<file path="config.mk">
export PLATFORM = sky130hd
export DESIGN_NAME = wb_sequencer_flat
export DESIGN_NICKNAME = d
export VERILOG_FILES = /design/src/rtl/wb_seq_pkg.sv /design/src/rtl/wb_sequencer_if.sv /design/src/rtl/wb_arbiter.sv /design/src/rtl/wb_sequencer.sv /design/src/flat_wrapper.sv
export SDC_FILE = /design/constraint.sdc
export NUM_CORES = 1
export LEC_CHECK = 0
export CORE_MARGIN = 4
export CORE_UTILIZATION = 46
export CTS_CLUSTER_SIZE = 10
export DETAILED_ROUTE_END_ITERATION = 8
export PLACE_DENSITY = 0.77
export SETUP_SLACK_MARGIN = 0.2
export SYNTH_ARGS = -nofsm -noshare
export SYNTH_HDL_FRONTEND = slang
export SYNTH_HIERARCHICAL = 1
export SYNTH_SLANG_ARGS = --single-unit
</file>
<file path="constraint.sdc">
create_clock -name clk -period 1.94 [get_ports clk]
set_input_delay 0.194 -clock clk [delete_from_list [all_inputs] [get_ports clk]]
set_output_delay 0.194 -clock clk [all_outputs]
set_load 0.005 [all_outputs]
</file>
<file path="src/rtl/wb_seq_pkg.sv">
// Shared constants and state encoding for the write-back sequencer.
// Mux codes double as request-bit indices and ack-bit indices.
package wb_seq_pkg;

    localparam logic [2:0] WB_ALU   = 3'd0;
    localparam logic [2:0] WB_MEM   = 3'd1;
    localparam logic [2:0] WB_HI    = 3'd2;
    localparam logic [2:0] WB_SP    = 3'd3;
    localparam logic [2:0] WB_LO    = 3'd4;
    localparam logic [2:0] WB_SHIFT = 3'd5;
    localparam logic [2:0] WB_SLT   = 3'd6;

    localparam logic [7:0] SP_INIT_VAL = 8'd227;
    localparam logic [4:0] SP_REG      = 5'd29;

    // Bit 3 is the internal SP-init source and never arbitrates.
    localparam logic [6:0] REQ_VALID_MASK = 7'b111_0111;

    typedef enum logic [1:0] {
        INIT,
        IDLE,
        MEM_WAIT,
        WRITE
    } wb_state_e;

endpackage

</file>
<file path="src/rtl/wb_sequencer_if.sv">
// Bundle between the write-back requesters and the sequencer, including the
// register-file write-port controls the sequencer drives.
interface wb_sequencer_if;

    logic [6:0]  req;
    logic [34:0] req_dst;
    logic [6:0]  ack;
    logic [2:0]  mem_to_reg;
    logic        reg_write;
    logic [4:0]  write_reg;
    logic        busy;
    logic        ready;

    modport master (
        output req, req_dst,
        input  ack, mem_to_reg, reg_write, write_reg, busy, ready
    );

    modport slave (
        input  req, req_dst,
        output ack, mem_to_reg, reg_write, write_reg, busy, ready
    );

endinterface

</file>
<file path="src/rtl/wb_arbiter.sv">
// Combinational write-back arbiter. Fixed priority 1>0>2>4>5>6 by default;
// round-robin over {0,1,2,4,5,6} starting after rr_ptr when WB_RR_EN is defined.
module wb_arbiter
    import wb_seq_pkg::*;
(
    input  logic [6:0] req,
`ifdef WB_RR_EN
    input  logic [2:0] rr_ptr,
`endif
    output logic       grant_valid,
    output logic [2:0] grant_code
);

`ifdef WB_RR_EN
    logic [7:0] req_ext;
    logic [3:0] sum;
    logic [2:0] cand;

    assign req_ext = {1'b0, req};

    // Scan from farthest to nearest offset so the nearest requester wins last.
    always_comb begin
        // NOTE: every output of a combinational block gets a default first, so no path leaves it unassigned and infers a latch.
        grant_valid = 1'b0;
        grant_code  = WB_ALU;
        sum         = '0;
        cand        = '0;
        for (int off = 7; off >= 1; off--) begin
            sum  = {1'b0, rr_ptr} + 4'(off);
            cand = (sum >= 4'd7) ? 3'(sum - 4'd7) : sum[2:0];
            if (cand != WB_SP && req_ext[cand]) begin
                grant_valid = 1'b1;
                grant_code  = cand;
            end
        end
    end
`else
    logic unused_sp;
    assign unused_sp = req[WB_SP];

    always_comb begin
        grant_valid = req[WB_MEM] | req[WB_ALU] | req[WB_HI] |
                      req[WB_LO]  | req[WB_SHIFT] | req[WB_SLT];
        grant_code  = WB_ALU;
        if      (req[WB_MEM])   grant_code = WB_MEM;
        else if (req[WB_ALU])   grant_code = WB_ALU;
        else if (req[WB_HI])    grant_code = WB_HI;
        else if (req[WB_LO])    grant_code = WB_LO;
        else if (req[WB_SHIFT]) grant_code = WB_SHIFT;
        else if (req[WB_SLT])   grant_code = WB_SLT;
    end
`endif

endmodule

</file>
<file path="src/rtl/wb_sequencer.sv">
// Write-back sequencer: SP init write after reset, then arbitrates the single
// register-file write port. Define WB_RR_EN for round-robin arbitration.
module wb_sequencer
    import wb_seq_pkg::*;
#(
    parameter int unsigned MEM_LAT = 2
)
(
    input  logic          clk,
    input  logic          reset,
    wb_sequencer_if.slave bus
);

    wb_state_e  state_q, state_d;
    logic [2:0] code_q, code_d;
    logic [4:0] dst_q, dst_d;
    logic [2:0] cnt_q, cnt_d;

    logic [6:0] ack_q, ack_d;
    logic [2:0] mux_q, mux_d;
    logic       we_q, we_d;
    logic [4:0] waddr_q, waddr_d;
    logic       busy_q, busy_d;
    logic       ready_q, ready_d;

    logic       grant_valid;
    logic [2:0] grant_code;
    logic [5:0] grant_lsb;
    logic [4:0] grant_dst;

    assign grant_lsb = 6'({grant_code, 2'b00}) + 6'(grant_code);
    assign grant_dst = bus.req_dst[grant_lsb +: 5];

`ifdef WB_RR_EN
    logic [2:0] ptr_q, ptr_d;

    wb_arbiter u_arbiter (
        .req         (bus.req & REQ_VALID_MASK),
        .rr_ptr      (ptr_q),
        .grant_valid (grant_valid),
        .grant_code  (grant_code)
    );

    // Pointer starts at SLT so the first search begins at ALU.
    always_ff @(posedge clk or negedge reset) begin
        if (!reset) ptr_q <= WB_SLT;
        else        ptr_q <= ptr_d;
    end

    always_comb begin
        ptr_d = ptr_q;
        if (state_q == IDLE && grant_valid) ptr_d = grant_code;
    end
`else
    wb_arbiter u_arbiter (
        .req         (bus.req & REQ_VALID_MASK),
        .grant_valid (grant_valid),
        .grant_code  (grant_code)
    );
`endif

    always_comb begin
        state_d = state_q;
        code_d  = code_q;
        dst_d   = dst_q;
        cnt_d   = cnt_q;
        ack_d   = '0;
        mux_d   = mux_q;
        we_d    = 1'b0;
        waddr_d = waddr_q;
        ready_d = ready_q;

        case (state_q)
            // Reset leaves INIT with reg_write low; the first cycle issues the
            // SP write, the second (reg_write now high) moves on to IDLE.
            INIT: begin
                if (!we_q) begin
                    mux_d   = WB_SP;
                    waddr_d = SP_REG;
                    we_d    = 1'b1;
                end else begin
                    state_d = IDLE;
                    ready_d = 1'b1;
                end
            end
            IDLE: begin
                if (grant_valid) begin
                    code_d = grant_code;
                    dst_d  = grant_dst;
                    if (grant_code == WB_MEM) begin
                        state_d = MEM_WAIT;
                        cnt_d   = 3'(MEM_LAT);
                    end else begin
                        state_d = WRITE;
                    end
                end
            end
            MEM_WAIT: begin
                if (cnt_q == 3'd1) state_d = WRITE;
                else               cnt_d   = cnt_q - 3'd1;
            end
            WRITE:   state_d = IDLE;
            default: state_d = INIT;
        endcase

        // Outputs are registered from the state being entered, so WRITE
        // values appear on the same edge that grants a non-memory source.
        if (state_d == WRITE) begin
            mux_d   = code_d;
            waddr_d = dst_d;
            we_d    = (dst_d != 5'd0);
            ack_d   = 7'(1) << code_d;
        end
        busy_d = (state_d != IDLE);
    end

    always_ff @(posedge clk or negedge reset) begin
        if (!reset) begin
            state_q <= INIT;
            code_q  <= WB_ALU;
            dst_q   <= '0;
            cnt_q   <= '0;
            ack_q   <= '0;
            mux_q   <= '0;
            we_q    <= 1'b0;
            waddr_q <= '0;
            busy_q  <= 1'b1;
            ready_q <= 1'b0;
        end else begin
            // NOTE: sequential state uses non-blocking assignment so every register samples pre-edge values.
            state_q <= state_d;
            code_q  <= code_d;
            dst_q   <= dst_d;
            cnt_q   <= cnt_d;
            ack_q   <= ack_d;
            mux_q   <= mux_d;
            we_q    <= we_d;
            waddr_q <= waddr_d;
            busy_q  <= busy_d;
            ready_q <= ready_d;
        end
    end

    assign bus.ack        = ack_q;
    assign bus.mem_to_reg = mux_q;
    assign bus.reg_write  = we_q;
    assign bus.write_reg  = waddr_q;
    assign bus.busy       = busy_q;
    assign bus.ready      = ready_q;

endmodule
</file>
<file path="src/flat_wrapper.sv">
// flat-port wrapper written by rule: the top's interface ports become plain ports
module wb_sequencer_flat import wb_seq_pkg::*;
#(
    parameter int unsigned MEM_LAT = 2
)
  (clk, reset, bus_req, bus_req_dst, bus_ack, bus_mem_to_reg, bus_reg_write, bus_write_reg, bus_busy, bus_ready);
  wb_sequencer_if bus_i ();
  input  logic clk;
  input  logic reset;
  input wire logic [$bits(bus_i.req)-1:0] bus_req;
  input wire logic [$bits(bus_i.req_dst)-1:0] bus_req_dst;
  output wire logic [$bits(bus_i.ack)-1:0] bus_ack;
  output wire logic [$bits(bus_i.mem_to_reg)-1:0] bus_mem_to_reg;
  output wire logic [$bits(bus_i.reg_write)-1:0] bus_reg_write;
  output wire logic [$bits(bus_i.write_reg)-1:0] bus_write_reg;
  output wire logic [$bits(bus_i.busy)-1:0] bus_busy;
  output wire logic [$bits(bus_i.ready)-1:0] bus_ready;
  assign bus_i.req = bus_req;
  assign bus_i.req_dst = bus_req_dst;
  assign bus_ack = bus_i.ack;
  assign bus_mem_to_reg = bus_i.mem_to_reg;
  assign bus_reg_write = bus_i.reg_write;
  assign bus_write_reg = bus_i.write_reg;
  assign bus_busy = bus_i.busy;
  assign bus_ready = bus_i.ready;
  wb_sequencer #(.MEM_LAT(MEM_LAT)) u_core (.clk(clk), .reset(reset), .bus(bus_i));
endmodule
</file>
==> results.md <==
- I/O pins: 62
- Routed wire length: 9.50 mm
- Final Worst Setup Slack: -0.643 ns
- Slew HR: 74.0%
- Critical path class: primary input to register
- Post-DP HPWL: 7.37 mm
- Grt total ovfl: 0
- Worst setup SP type: primary input
- Leading cell types in the layout, fill and taps excluded: 80 x buf_4, 54 x clkdlybuf4s50_1, 30 x dfrtp_1
- Initial Util: 48.4%
- Critical Path End Type: register
- Die footprint: 0.00723 mm^2
- CTS root buf: clkbuf_8
- Gr usage total: 26.9%
- Core region area: 0.00564 mm^2
- PwrDens: 896 mW/mm^2
- RSZ-0062 raised after global routing: true
- Most common cell after layout, fill and taps aside: buf_4
- Setup Total Neg Slack: -5.08 ns
- FF-to-FF End: u_core/bus.reg_write
- Max_cap viols: 0
- CP arrival: 2.72 ns
- Max Clock Freq: 0.387 GHz
- Via-per-instance ratio: 5.91
- Mapped Cells: 259
- Period utilisation layout: 133%
- Area added between synthesis and finish: 62.1%
- H-tree levels: 2
- Share of cells above drive strength 1: 43.7%
- Failing checks: negative setup slack
- Width of the die: 85.0 um
- # clock sinks: 31
- Core Util, Final: 78.4%
- R2R Setup Slk: -0.02 ns
- CP Max Fanout: 6
- Leakage: 0.00189 uW
- Initial antenna violation count: 0
- Final hold violation count: 0
- Residual DRC: 0
- Hold Slack: 0.306 ns
- Peak supply drop: 0.692 mV
- First-pass GRT wire length: 15.3 mm
- # diodes: 0
- Clk buf depth: 2
- Placed cell areas: 0.00398 mm^2
- Outcome: finished, violations left
- Via count of the first global-routing pass: 2958
- Mean Syn Cell Area: 10.5 um^2
- Chip height: 85.0 um
- Largest register FFs: 7
- Synthesized cell area: 0.00273 mm^2
- Final number of max-transition violations: 0
- Nets: 451
- Routed Antenna Nets: 0
- Setup violators final: 11
- Post-route cell area: 0.00442 mm^2
- Critical R2R Launch: u_core/state_q[1]
- Vias: 2806
- Data required, critical path: 2.08 ns
- Reg2Reg Depth: 6
- Hold/Removal Path Class: primary input to asynchronous set/reset pin
- Starting DRC count in detailed routing: 240
- Routed WL per cell: 20.0 um
- Rows: 27
- Final Critical Period: 2.58 ns
- IO buf count: 60
- Slew @ Worst Pin: 0.390 ns
- Insertion delay to the later sink of the worst-skew pair: 0.28 ns
- CTS Buf Count: 5
- Syn_nets: 308
- CTS tree: built
- Largest net degree at the start of global routing: 32
- Clock skew: 0.00452 ns
- Yosys warns: 6
- Clk slew on worst S/H paths: 0.06 ns
- Routability cong.: 0.978
- Drt pass-1 iters: 4
[worst max-delay path by stage]
stage                     startpoint  slack [ns]                    to
after floorplan           bus_req[2]       -0.70  u_core/bus.reg_write
after global placement    bus_req[5]       -1.17  u_core/bus.reg_write
after detailed placement  bus_req[5]       -1.23  u_core/bus.reg_write
after CTS                 bus_req[5]       -0.66  u_core/bus.reg_write
after global routing      bus_req[5]       -0.71  u_core/bus.reg_write
final                     bus_req[5]       -0.64  u_core/bus.reg_write
[stage by stage]
| step | setup WS (ns) | power (uW) | instances |
|---|---|---|---|
| floorplan | -0.702 | 2120 | 259 |
| detailed placement | -1.23 | 3130 | 453 |
| finish | -0.643 | 3970 | 475 |
| CTS | -0.662 | 3810 | 473 |
| global route | -0.715 | 4220 | 475 |
| global placement | -1.17 | 3060 | 453 |
[final cells by class]
cell class / count / area [um^2]
multi-input combinational: 202 / 2050
timing repair buffer: 152 / 1370
fill: 356 / 1220
sequential: 31 / 777
clock buffer: 8 / 100
tap: 72 / 90.1
inverter: 10 / 37.5
[power by group]
| group | switching (uW) | leakage (uW) | internal [uW] |
|---|---|---|---|
| registers | 141 | 0.000379 | 918 |
| logic | 1120 | 0.00146 | 1230 |
| clock network | 229 | 0.0000515 | 323 |
| total | 1490 | 0.00189 | 2470 |
[worst max-delay path, cell delays in order]
cell and delay, ns:
buf_8 0.10, buf_6 0.11, nor3_4 0.22, nor2b_4 0.07
ha_4 0.17, ha_4 0.31, mux2_4 0.31, mux4_2 0.52
nor2_4 0.13, a211oi_4 0.06, a2111oi_4 0.36, a41oi_2 0.15
[layer usage]
metal	share of wire (%)	vias to the layer above	global-route usage, %
met3	8.5	11	5.83
met5	0	-	0
met1	39	1384	34.6
met2	51	124	46.7
li1	-	1287	-
met4	1.1	0	5.18
[what timing repair did]
| action | 4_1_cts | 5_1_grt |
|---|---|---|
| buffers inserted | 12 | 2 |
| pin swaps | 14 | 11 |
| gates resized for setup | 66 | 20 |
| hold buffers | 0 | 0 |
| endpoints found under the setup margin | 26 | 24 |
Note: power is estimated with default switching activity, not from simulation.
==> patch: new RTL, config.mk and constraints unchanged <==
Add a define of `WB_RR_EN`.
--- a/src/rtl/wb_arbiter.sv
+++ b/src/rtl/wb_arbiter.sv
@@ -2,2 +2,4 @@
 // round-robin over {0,1,2,4,5,6} starting after rr_ptr when WB_RR_EN is defined.
+`define WB_RR_EN
+
 module wb_arbiter
Function: changed (Yosys sat finds a counterexample within 4 cycles, from zero or initial values and one cycle with reset low).
==> patch against the original RTL <==
- the flow still finishes with violations (setup timing)
- sequential cell count grew 3
- first-iteration DRC count is 55% higher
- wire length is 81% higher
- critical path depth rose by 12
- hold slack worse by 0.0033 ns
- area after synthesis increased by 48%
- design area increased by 56%
- worst setup slack worse by 2.7 ns
- critical path type is now reg -> reg
Power is left out: the tool's default activity adds up to more than one toggle a clock period on the data nets, which glitch-free logic cannot reach.
==> patch: results (changes against the original RTL) <==
metric;value;unit;change
outcome;finished, violations left;;
violations;setup timing;;
routed_wirelength;17200;um;+81%
grt_max_degree;35;;+9.4%
first_iter_violations;373;;+55%
grtUsageTotal;29.0;%;+2.1 points
crit_fanout;8;;+2
critical_path_arrival;5.50;ns;+2.78 ns
gp_congestion;1.06;;+8.5%
crit_type;reg -> reg;;
drtPass1Iterations;5;;+1
setup_tns;-84.03;ns;-78.96 ns
setup_viol;33;;+22
grt_pass1_wl;23800;um;+56%
setup_ws;-3.36;ns;-2.72 ns
cp_top_family;compound AO/OA/AOI/OAI gates;;
slowest_stage;dfstp_2;;
max_slew_margin;39.9;%;-34 points
hpwl;10900;um;+48%
cp_slowest_stage_delay;0.58;ns;+0.06 ns
finClkSkew;0.0113;ns;+0.00677 ns
drive_above_1_share;50.1;%;+6.4 points
syn_nets;509;;+65%
clk_latency;0.30;ns;+0.02 ns
fin_nets;745;;+65%
fillCellCount;426;;+20%
==> patch: layer usage <==
metal / vias up / GRT usage, % / wire length, um
met5: - / 0 / 0
met4: 0 / 10.8 / 1070
met3: 107 / 2.69 / 1290
met2: 342 / 55.8 / 8860
met1: 2393 / 32.6 / 5980
li1: 2146 / - / -
==> patch: timing repair <==
action | 4_1_cts | 5_1_grt
cloned | 3 | 0
buffers inserted | 19 | 17
gates resized for setup | 70 | 70
setup endpoints to repair | 33 | 33
pin swaps | 26 | 27
==> patch: final timing paths <==
| check | to | cells past startpoint |
|---|---|---|
| worst max-delay path | u_core/bus.reg_write | 24 |
| worst min-delay path | u_core/cnt_q[1] | 2 |
| worst max register to register | u_core/bus.reg_write | 24 |
| worst min register to register | u_core/bus.ready | 1 |
| max in group asynchronous | u_core/bus.busy | 2 |
| min in group clk | u_core/bus.ready | 1 |
==> patch: through the flow <==
step | instances | hold slack, ns | worst slack [ns]
after global placement | 743 | 0.444 | -3.02
final | 790 | 0.303 | -3.36
after CTS | 773 | 0.319 | -2.95
after global routing | 790 | 0.363 | -3.43
after floorplan | 448 | -0.102 | -2.86
after detailed placement | 743 | 0.448 | -3.14
==> patch: area by class of cell <==
class | count | area [um^2] | share of cell area, %
tap | 105 | 131 | 1.90
sequential | 34 | 856 | 12.4
timing repair buffer | 258 | 2230 | 32.3
multi-input combinational | 363 | 3490 | 50.5
clock buffer | 8 | 110 | 1.60
inverter | 22 | 87.6 | 1.27
